### src/rtl/hazard_stall_ctrl.sv
// Pipeline hazard/stall controller: load-use interlock, multi-cycle divide stall,
// exception flush priority and a free-running stall-cycle performance counter.
module hazard_stall_ctrl #(
    parameter int DIV_CYCLES = 33,
    parameter int CNT_W      = 6
) (
    input  logic        clk,
    input  logic        resetn,
    input  logic        r1_r_id,
    input  logic        r2_r_id,
    input  logic [4:0]  r1_id,
    input  logic [4:0]  r2_id,
    input  logic [4:0]  rw_ex,
    input  logic        mem_read_ex,
    input  logic [4:0]  rw_mem,
    input  logic        mem_read_mem,
    input  logic        div_start_ex,
    input  logic        exc_flush,
    output logic        stall_pc,
    output logic        stall_if_id,
    output logic        stall_id_ex,
    output logic        bubble_ex,
    output logic        bubble_mem,
    output logic        flush_all,
    output logic        div_busy,
    output logic        div_done,
    output logic [31:0] stall_cycles
);

    localparam logic [0:0]       ST_IDLE  = 1'b0;
    localparam logic [0:0]       ST_BUSY  = 1'b1;
    localparam logic [CNT_W-1:0] CNT_LOAD = CNT_W'(DIV_CYCLES - 1);
    localparam logic [CNT_W-1:0] CNT_ZERO = {CNT_W{1'b0}};

    logic [0:0]       state_q, state_d;
    logic [CNT_W-1:0] cnt_q, cnt_d;
    logic [31:0]      stall_cycles_q, stall_cycles_d;

    logic in_busy_s;
    logic cnt_zero_s;
    logic div_stall_s;
    logic div_done_s;
    logic lu_s;
    logic stall_s;

    // A producer in a later stage only matters if it writes a real register the ID reads.
    function automatic logic load_use(
        input logic       is_load,
        input logic [4:0] rw,
        input logic       rd1,
        input logic [4:0] rs1,
        input logic       rd2,
        input logic [4:0] rs2
    );
        return is_load & (rw != 5'd0) & ((rd1 & (rs1 == rw)) | (rd2 & (rs2 == rw)));
    endfunction

    // Hazard detection and stall/bubble priority: flush beats divide beats load-use.
    always_comb begin
        in_busy_s   = (state_q == ST_BUSY);
        cnt_zero_s  = (cnt_q == CNT_ZERO);
        div_stall_s = ~exc_flush & ((~in_busy_s & div_start_ex) | (in_busy_s & ~cnt_zero_s));
        div_done_s  = in_busy_s & cnt_zero_s & ~exc_flush;
        lu_s        = (load_use(mem_read_ex, rw_ex, r1_r_id, r1_id, r2_r_id, r2_id) |
                       load_use(mem_read_mem, rw_mem, r1_r_id, r1_id, r2_r_id, r2_id)) &
                      ~div_stall_s & ~exc_flush;
        stall_s     = div_stall_s | lu_s;
    end

    // Divider occupancy FSM; the issue cycle already counts as the first stall cycle.
    always_comb begin
        state_d = state_q;
        cnt_d   = cnt_q;
        if (exc_flush) begin
            state_d = ST_IDLE;
            cnt_d   = CNT_ZERO;
        end else begin
            case (state_q)
                ST_IDLE: begin
                    if (div_start_ex) begin
                        state_d = ST_BUSY;
                        cnt_d   = CNT_LOAD;
                    end else begin
                        state_d = ST_IDLE;
                        cnt_d   = cnt_q;
                    end
                end
                ST_BUSY: begin
                    if (cnt_zero_s) begin
                        state_d = ST_IDLE;
                        cnt_d   = cnt_q;
                    end else begin
                        state_d = ST_BUSY;
                        cnt_d   = cnt_q - {{(CNT_W-1){1'b0}}, 1'b1};
                    end
                end
                default: begin
                    state_d = ST_IDLE;
                    cnt_d   = CNT_ZERO;
                end
            endcase
        end
    end

    // Performance counter wraps naturally at 2^32.
    always_comb begin
        if (stall_s) begin
            stall_cycles_d = stall_cycles_q + 32'd1;
        end else begin
            stall_cycles_d = stall_cycles_q;
        end
    end

    // State registers.
    always_ff @(posedge clk or negedge resetn) begin
        if (!resetn) begin
            state_q        <= ST_IDLE;
            cnt_q          <= CNT_ZERO;
            stall_cycles_q <= 32'd0;
        end else begin
            state_q        <= state_d;
            cnt_q          <= cnt_d;
            stall_cycles_q <= stall_cycles_d;
        end
    end

    assign stall_pc     = stall_s;
    assign stall_if_id  = stall_s;
    assign stall_id_ex  = div_stall_s;
    assign bubble_ex    = lu_s;
    assign bubble_mem   = div_stall_s;
    assign flush_all    = exc_flush;
    assign div_busy     = in_busy_s;
    assign div_done     = div_done_s;
    assign stall_cycles = stall_cycles_q;

endmodule
### config.mk
export PLATFORM = sky130hd
export DESIGN_NAME = hazard_stall_ctrl
export DESIGN_NICKNAME = d
export VERILOG_FILES = /design/src/rtl/hazard_stall_ctrl.sv
export SDC_FILE = /design/constraint.sdc
export NUM_CORES = 1
export LEC_CHECK = 0
export ABC_CLOCK_PERIOD_IN_PS = 5200
export CAP_MARGIN = 10
export CORE_MARGIN = 4
export CORE_UTILIZATION = 25
export DETAILED_ROUTE_END_ITERATION = 10
export GPL_TIMING_DRIVEN = 1
export HOLD_SLACK_MARGIN = 0.02
export PLACE_DENSITY_LB_ADDON = 0.1
export SLEW_MARGIN = 25
export SYNTH_ARGS = -nofsm -noshare
export SYNTH_HDL_FRONTEND = slang
export SYNTH_SLANG_ARGS = --single-unit
### constraint.sdc
create_clock -name clk -period 5.2 [get_ports clk]
set_clock_uncertainty 0.15 [all_clocks]
set_input_delay 0.52 -clock clk [delete_from_list [all_inputs] [get_ports clk]]
set_output_delay 0.52 -clock clk [all_outputs]
set_load 0.05 [all_outputs]
==> implementation parameters <==
Parameter                              Value

STA
  Setup TNS    0 ns
  Highest Clock Rate    0.278 GHz
  # setup viols final    0
  Worst slew slack as a fraction of its limit    51.6%
  Post-layout min period    3.60 ns
  Slew at the pin closest to its max-slew limit    0.725 ns
  Total count of max-transition violations in the final report    0
  Setup repair after global routing missed its margin    no
  Final worst path period share    69.2%
  Number of endpoints with negative hold slack in the final report    0

Die
  Site Rows    35
  I/O pin total    68
  Overall die area    0.0110 mm^2
  Core Area    0.00920 mm^2
  Overall die width    105 um
  Die span in y    105 um
  Starting density of the core    25.5%

Global route
  Met2 track demand over resource in global routing    17.9%
  First-pass GRT wire length    9.72 mm
  Largest net degree at the start of global routing    40
  Met1 usage in global routing    14.1%
  Initial antenna violation count    0
  Routing layer with the top usage in global route    met2
  Met3 capacity usage during global routing    2.96%
  Sum of overflow across all layers after global routing    0
  Number of global-route vias before repair    1,929
  Overall fraction of global-route tracks in use    10.8%

Power and ir drop
  Relative contribution of combinational cells to total power    36.8%
  NetSw    408 uW
  Switching part of the total    39.4%
  Pleak    0.00129 uW
  Pwr/cell area    324 mW/mm^2
  Relative contribution of the clock network to total power    24.5%
  Largest voltage drop on the vdd net    0.152 mV
  Power share of the sequential group    38.6%
  Internal power    629 uW

Hold path
  Class of the tightest hold or removal check    in -> async

Setup path
  Sequence of cells on the critical path    clkdlybuf4s50_1 > or4_1 > o21ai_1 > nor3_2 > a221oi_4 > inv_1 > clkdlybuf4s50_1
  Data arrival time of the critical path    2.93 ns
  Crit path buffers/inverters    3
  Cell mode on critical path    sky130_fd_sc_hd__clkdlybuf4s50_1
  Setup crit end kind    primary output
  Top Family by Delay on Critical Path    buffers and inverters
  Required time at the worst-slack endpoint    4.53 ns
  Delay of the slowest cell on the worst path    0.71 ns
  Largest fanout of any net on the critical path    3
  Category of the worst setup path launch point    input port
  Highest-delay cell along the critical path    sky130_fd_sc_hd__clkdlybuf4s50_1
  Worst Setup Path Type    in -> out

Clock network
  Root cell of the clock tree    sky130_fd_sc_hd__clkbuf_8
  Post-cts resize count    0
  Clk buf depth    2
  Hold buffer count at CTS    0
  Num Clock Sinks    39
  Clock edge transition at the registers on the reported setup and hold paths    0.09 ns
  Number of buffers created by CTS    5
  Clock tree from TritonCTS    done
  Number of H-tree levels    2
  Clock Latency Late Sink    0.29 ns
  Buffers inserted by post-CTS timing repair    0

Synth
  Distinct cells, synth    36
  Average instance area after synthesis    10.4 um^2
  Share of synthesized area occupied by flip-flops and latches    41.7%
  Syn_nets    257
  Synthesis-stage register bit count    39
  Post-Syn Instances    226
  Yosys warns    0
  Synthesized cell area    0.00234 mm^2

Placed design
  Cell area after placement    0.00309 mm^2
  Post-detailed-placement half-perimeter wirelength    4.48 mm
  Number of input and output port buffers inserted    67
  Global placer's final weighted congestion    0.783

Cells and area
  Share of final-layout standard cells stronger than drive strength 1    11.9%
  Layout Utilization    34.8%
  Nets    324
  Area Growth Syn to Fin    36.8%
  Inserted Diodes    0
  Cell area after layout    0.00320 mm^2

Detailed routing
  Iter 0 DRT Violations    71
  Total via count after detailed routing    1,856
  Number of remaining DRC errors    0
  Total detailed-routing wirelength    5.89 mm
  1st-pass router iterations    4
  Final routed wire length divided by cell count    14.5 um
  Average vias per placed instance    4.58
  Post-DRT Antenna Nets    0

Run status
  Outcome    complete, no violations

Run
  Number of maximum-capacitance constraint violations    0
-- layout by cell type, fill, tap and decap left out, types with 3 or more instances in the layout --
cell                              instances
sky130_fd_sc_hd__inv_1                    4
sky130_fd_sc_hd__xor2_1                  28
sky130_fd_sc_hd__dfrtp_1                 39
sky130_fd_sc_hd__ha_1                     3
sky130_fd_sc_hd__nand2_1                 24
sky130_fd_sc_hd__nor3b_1                  3
sky130_fd_sc_hd__nor2_1                  16
sky130_fd_sc_hd__nor4_2                  10
sky130_fd_sc_hd__nand4_1                  5
sky130_fd_sc_hd__nand3_1                 11
sky130_fd_sc_hd__xnor2_1                 24
sky130_fd_sc_hd__clkbuf_8                 5
sky130_fd_sc_hd__nor3_1                   3
sky130_fd_sc_hd__o21ai_0                 10
sky130_fd_sc_hd__nor3_2                   6
sky130_fd_sc_hd__and3_1                   6
sky130_fd_sc_hd__nor4b_2                  3
sky130_fd_sc_hd__clkdlybuf4s50_1         66
-- synth_stat cells --
master / n / area share [%]
sky130_fd_sc_hd__a21oi_2: 1 / 0.37
sky130_fd_sc_hd__nor3_1: 3 / 0.64
sky130_fd_sc_hd__buf_4: 3 / 0.96
sky130_fd_sc_hd__nor4_2: 10 / 5.3
sky130_fd_sc_hd__nor2_1: 16 / 2.6
sky130_fd_sc_hd__dfrtp_1: 39 / 42
sky130_fd_sc_hd__nand2b_1: 2 / 0.53
sky130_fd_sc_hd__xnor2_1: 24 / 9.0
sky130_fd_sc_hd__o21ai_1: 2 / 0.43
sky130_fd_sc_hd__or2_2: 2 / 0.53
sky130_fd_sc_hd__mux2_1: 1 / 0.48
sky130_fd_sc_hd__inv_1: 4 / 0.64
sky130_fd_sc_hd__and4_1: 1 / 0.37
sky130_fd_sc_hd__nor4b_2: 3 / 1.9
sky130_fd_sc_hd__and3_1: 6 / 1.6
sky130_fd_sc_hd__a22o_1: 2 / 0.75
sky130_fd_sc_hd__and3b_1: 1 / 0.37
sky130_fd_sc_hd__buf_6: 3 / 1.4
sky130_fd_sc_hd__a31oi_1: 1 / 0.27
sky130_fd_sc_hd__nor3_2: 6 / 2.6
sky130_fd_sc_hd__a211oi_2: 1 / 0.53
sky130_fd_sc_hd__nand3_1: 11 / 2.4
sky130_fd_sc_hd__nor3b_1: 3 / 0.96
sky130_fd_sc_hd__or4_1: 2 / 0.64
sky130_fd_sc_hd__nor4b_1: 1 / 0.37
sky130_fd_sc_hd__xor2_1: 28 / 10
sky130_fd_sc_hd__nand2_1: 24 / 3.8
sky130_fd_sc_hd__or3_1: 2 / 0.53
sky130_fd_sc_hd__nand4_1: 5 / 1.3
sky130_fd_sc_hd__ha_1: 3 / 1.6
sky130_fd_sc_hd__buf_2: 1 / 0.21
sky130_fd_sc_hd__a221oi_4: 1 / 1.1
sky130_fd_sc_hd__nor3_4: 1 / 0.70
sky130_fd_sc_hd__clkbuf_1: 1 / 0.16
sky130_fd_sc_hd__o22ai_1: 2 / 0.53
sky130_fd_sc_hd__o21ai_0: 10 / 2.1
-- cell families after synthesis --
| group | count (synthesis) | share of synthesized area (%) |
|---|---|---|
| AND/OR/NAND/NOR | 99 | 27.2 |
| XOR/XNOR | 52 | 19.5 |
| flip-flops | 39 | 41.7 |
| AO/OA/AOI/OAI | 20 | 6.15 |
| buffers and inverters | 12 | 3.42 |
| adder cells (fa/ha/maj) | 3 | 1.60 |
| multiplexers | 1 | 0.481 |
-- worst paths after layout --
kind	from	endpoint	slack, ns	cells past startpoint
min in group clk	stall_cycles[31]	stall_cycles[31]	0.32	1
max	rw_ex[1]	stall_pc	1.60	7
min	resetn	stall_cycles[8]	0.04	1
max in group asynchronous	resetn	stall_cycles[18]	4.48	1
min reg2reg	stall_cycles[31]	stall_cycles[31]	0.32	1
max reg2reg	cnt_q[0]	stall_cycles[20]	2.46	8
-- layout make-up --
class	instances	area, um^2
repair buffers	68	676
fillers	953	5990
clock inverters	3	43.8
flip-flops and latches	39	976
well taps	111	139
multi-input cells	175	1280
clock buffers	5	68.8
inverters	4	15.0
-- flip-flops by register name (all words and copies together) (netlist names) --
register / flops
cnt_q: 6
div_busy: 1
stall_cycles: 32
-- power by group through the flow --
stage          clock [uW]  combinational, uW  sequential, uW
2_1_floorplan           0                136             514
3_3_place_gp            0                384             407
3_5_place_dp            0                388             406
4_1_cts               267                389             402
5_1_grt               278                405             409
6_report              254                382             401
-- per-layer routing --
metal	routed length (um)	vias to the layer above
met5	0	-
met1	2720	873
met4	54	0
met2	2750	62
met3	363	6
li1	-	915
-- per-stage QoR --
stage          cells  worst slack, ns  power (uW)  hold WS (ns)
3_3_place_gp     397             1.60         791         0.309
2_1_floorplan    226             1.73         649        0.0744
6_report         405             1.60        1040        0.0424
5_1_grt          405             1.49        1090        0.0823
3_5_place_dp     397             1.59         795         0.311
4_1_cts          405             1.58        1060         0.237
-- worst register-to-register path, cell delays in order, from the launching register on --
cell	delay, ns
sky130_fd_sc_hd__dfrtp_1	0.42
sky130_fd_sc_hd__inv_1	0.09
sky130_fd_sc_hd__ha_1	0.20
sky130_fd_sc_hd__and3b_1	0.22
sky130_fd_sc_hd__a211oi_2	0.66
sky130_fd_sc_hd__a221oi_4	0.07
sky130_fd_sc_hd__buf_4	0.31
sky130_fd_sc_hd__nor4b_1	0.40
sky130_fd_sc_hd__xor2_1	0.17
(Power assumes the default switching activity.)
==> RTL edit 1: new RTL, same flow settings <==
`CNT_W`: 6 -> 12.
--- a/src/rtl/hazard_stall_ctrl.sv
+++ b/src/rtl/hazard_stall_ctrl.sv
@@ -4,3 +4,3 @@
     parameter int DIV_CYCLES = 33,
-    parameter int CNT_W      = 6
+    parameter int CNT_W      = 12
 ) (
Check against the original RTL: same outputs for any inputs over 10 cycles, from zero or initial values and one cycle with resetn low; that may be too few to reach the edited logic, so the function may still have changed.
==> RTL edit 1 against the original RTL <==
  * Area after synthesis grew 10%
  * Non-clock buffer count grew 1
  * Cell area is 8.4% higher
  * Critical path type unchanged
  * Sequential cell count grew 6
  * Sequential share of layout area rose by 2.0 points
  * Worst setup slack worse by 0.023 ns
  * Wire length rose by 5.7%
Power is not compared: it rests on default switching activity, and its combinational part moved more than twofold at a synthesized area within 25%.
==> RTL edit 1: results (changes against the original RTL) <==
Status
  • Status: complete, no violations

STA
  • Worst Max-Slew Pin Slew: 0.7047 ns (-0.01991 ns)

Synth
  • Top cells by area, synth: dfrtp_1 (44%), xor2_1 (14%), nor3_2 (5.4%)
  • Post-synth top cells: dfrtp_1 (45), xor2_1 (40), nor2_1 (19), o21ai_0 (18)
  • FFs w/ async S/R, synth: 100.0% (unchanged)
  • Post-synthesis sequential area ratio: 43.73% (+2.0 points)
  • Post-synth net total: 287 (+12%)
  • Post-synth cell types: 40 (+11%)

Worst hold path
  • HP Class: in -> async

Setup path
  • CP arrival: 2.95 ns (+0.02 ns)
  • CP max stage delay: 0.81 ns (+0.10 ns)
  • Reg2Reg Depth: 7 (-1)
  • Critical-path top delay cell: clkdlybuf4s50_1
  • Crit. Startpoint: rw_ex[3]
  • CP max FO: 7 (+4)
  • Reg-to-reg startpoint: cnt_q[8]$_DFFE_PN0P_

GRT
  • Pin count of the biggest net entering global routing: 46 (+15%)
  • Vias in the first global route: 2052 (+6.4%)
  • First-pass GRT wire length: 10.14 mm (+4.3%)
  • Tot GR Track Use: 10.63% (-0.20 points)

Place
  • Final HPWL DP: 4.493 mm (+0.24%)
  • RePlAce Congestion: 0.7639 (-2.4%)
  • Pre-CTS setup slack: 1.561 ns (-0.03142 ns)

Layout
  • Max FFs per register: 32 (unchanged)
  • Nets: 355 (+9.6%)
  • Layout cells sized above 1: 9.538% (-2.4 points)
  • Fill count: 1032 (+8.3%)

Clock tree
  • Clock Latency Late Sink: 0.30 ns

Routing
  • Iter 0 DRT Violations: 54 (-24%)
  • Via density: 4.386 (-4.3%)
  • Routed wire length per instance: 13.59 um (-6.5%)

Power
  • Worst vdd ir: 0.0001738 V
-- RTL edit 1: where the power goes --
| part | switching, uW | leakage, uW | internal [uW] |
|---|---|---|---|
| sequential | 84.2 | 0.000572 | 428 |
| combinational | 496 | 0.000849 | 282 |
| clock | 123 | 0.0000585 | 157 |
-- RTL edit 1: worst paths after layout --
check,to,slack [ns]
max in group asynchronous,stall_cycles[4]$_DFFE_PN0P_,4.32
setup / recovery,stall_if_id,1.58
hold / removal,div_busy$_DFF_PN0_,0.16
setup reg to reg,cnt_q[7]$_DFFE_PN0P_,2.48
min in group clk,stall_cycles[24]$_DFFE_PN0P_,0.34
hold reg to reg,stall_cycles[24]$_DFFE_PN0P_,0.34
-- RTL edit 1: cells by family after synthesis --
| logic type | share of synthesized area [%] |
|---|---|
| AND/OR/NAND/NOR | 24.83 |
| XOR/XNOR | 17.69 |
| flip-flops | 43.73 |
| AO/OA/AOI/OAI | 6.560 |
| buffers and inverters | 4.324 |
| multiplexers | 1.409 |
| adder cells (fa/ha/maj) | 1.458 |
-- RTL edit 1: through the flow --
| step | utilization (%) | hold WS [ns] | cells | cell area (um2) | power (uW) |
|---|---|---|---|---|---|
| floorplan | - | 0.07441 | 256 | 2575 | 1087 |
| global placement | 33.86 | 0.3273 | 450 | 3356 | 1305 |
| detailed placement | 33.86 | 0.3284 | 450 | 3356 | 1312 |
| CTS | 35.04 | 0.1872 | 458 | 3472 | 1602 |
| global route | 35.04 | 0.2233 | 458 | 3472 | 1694 |
| finish | 35.04 | 0.1626 | 458 | 3472 | 1570 |
-- RTL edit 1: worst max-delay path: cells and delay by family --
kind	cells	cell delay (ns)
XOR/XNOR	1	0.18
AND/OR/NAND/NOR	1	0.34
buffers and inverters	3	1.39
AO/OA/AOI/OAI	3	0.51
-- RTL edit 1: area by class of cell --
cell class	instances	share of cell area, %
Timing Repair Buffer	69	19.60
Clock inverter	1	0.8649
Inverter	12	1.297
Clock buffer	7	2.486
Tap cell	133	4.793
Sequential cell	45	32.43
Multi-Input combinational cell	191	38.52
-- RTL edit 1: routing by layer --
| layer | part of all wire [%] | GRT usage, % |
|---|---|---|
| met2 | 45 | 16.87 |
| met3 | 4.8 | 2.408 |
| met4 | 0.92 | 3.206 |
| met5 | 0 | 0 |
| met1 | 49 | 14.42 |
==> RTL edit 2: new RTL, same settings <==
Made on the original files. Make the reset (`resetn`) synchronous in one clocked block.
--- a/src/rtl/hazard_stall_ctrl.sv
+++ b/src/rtl/hazard_stall_ctrl.sv
@@ -114,3 +114,3 @@
     // State registers.
-    always_ff @(posedge clk or negedge resetn) begin
+    always_ff @(posedge clk) begin
         if (!resetn) begin
Behaviour: differs if resetn is asserted again (counterexample within 4 cycles, from zero or initial values and one cycle with resetn low); with resetn held inactive, the same outputs for 10 cycles.
==> RTL edit 2 against the original RTL <==
  * Cell area rose by 4.9%
  * Worst setup slack got worse by 0.27 ns
  * Global-route usage rose by 1.8 points
  * Final cell count rose by 22%
  * Area after synthesis rose by 7.5%
  * Synthesized cell count rose by 34%
  * Wire length rose by 20%
  * Sequential cell count did not move
  * Fmax fell by 7.0%
  * Utilization fell by 0.45 points
  * Largest cell class unchanged
Power is not compared: it rests on default switching activity, and its combinational part moved more than twofold at a synthesized area within 25%.
==> RTL edit 2: results (changes against the original RTL) <==
Status
  • Status: complete, no violations

Synth
  • Prevailing post-synth register cell: dfxtp_1
  • Post-synth net total: 334 (+30%)
  • Post-synth cell types: 44 (+22%)
  • FFs w/ async S/R, synth: 0% (-100 points)
  • Mapped Avg Cell Area: 8.308 um2 (-20%)
  • Post-synthesis sequential area ratio: 31.01% (-11 points)
  • Post-synth top cells: nand2_1 (47), dfxtp_1 (39), nand2b_1 (31), mux2i_1 (29), xnor2_1 (22)

Setup path
  • CP arrival: 3.20 ns (+0.27 ns)
  • Reg-to-reg startpoint: cnt_q[0]$_SDFFE_PP0P_
  • R2R Setup Slk: 2.55 ns (+0.09 ns)
  • CP max FO: 19 (+16)
  • RR Endpoint: stall_cycles[11]$_SDFFE_PN0P_

Routing
  • Iter 0 DRT Violations: 81 (+14%)
  • Metal3 WL: 274 um (-25%)
  • DR vias: 2349 (+27%)

GRT
  • Met2 GRT Util: 21.18% (+3.3 points)
  • Met1 Usage GRT: 16.25% (+2.2 points)
  • First-pass GRT wire length: 11.67 mm (+20%)
  • Pin count of the biggest net entering global routing: 63 (+57%)

Layout
  • Logic inverters: 8 (+4)
  • Area grow syn2layout: 33.50%
  • Nets: 392 (+21%)
  • Non-clock buffering overhead: 20.33% (-0.77 points)
  • Non-Filler Instances: 495 (+22%)
  • Fill count: 1030 (+8.1%)

Worst hold path
  • HP Class: reg -> reg

STA
  • Worst Slack Setup Final: 1.332 ns (-0.2689 ns)
  • Max-slew headroom: 49.64% (-2.0 points)

Place
  • RePlAce Congestion: 0.7167 (-8.4%)
  • Placed Instance Area: 0.003258 mm2 (+5.5%)
  • # placed instances: 487 (+23%)
-- RTL edit 2: changes by cell type in the layout (fill, tap and decap cells not counted), moves of 16 or more --
cell / before / now
nand2_1: 24 / 47
dfrtp_1: 39 / 0
dfxtp_1: 0 / 39
nand2b_1: 2 / 31
mux2i_1: 0 / 29
a21oi_1: 0 / 16
xor2_1: 28 / 1
-- RTL edit 2: worst max-delay path, cell delays in order --
cell,delay (ns)
clkdlybuf4s50_1,0.46
or4_1,0.55
o21ai_1,0.24
nor2_1,0.11
a32oi_4,0.17
buf_4,0.30
nand2_1,0.11
clkdlybuf4s50_1,0.72
-- RTL edit 2: cell families (layout without fill, tap and decap cells) --
group           Yosys count  in the layout  share of synthesized area, %
flops                    39             39                         31.01
mux                      29             29                         11.53
compound gates           48             48                         15.11
buf+inv                  26             85                         5.417
fa+ha+maj                 3              3                         1.491
simple gates            135            135                         27.44
xor+xnor                 23             23                         8.002
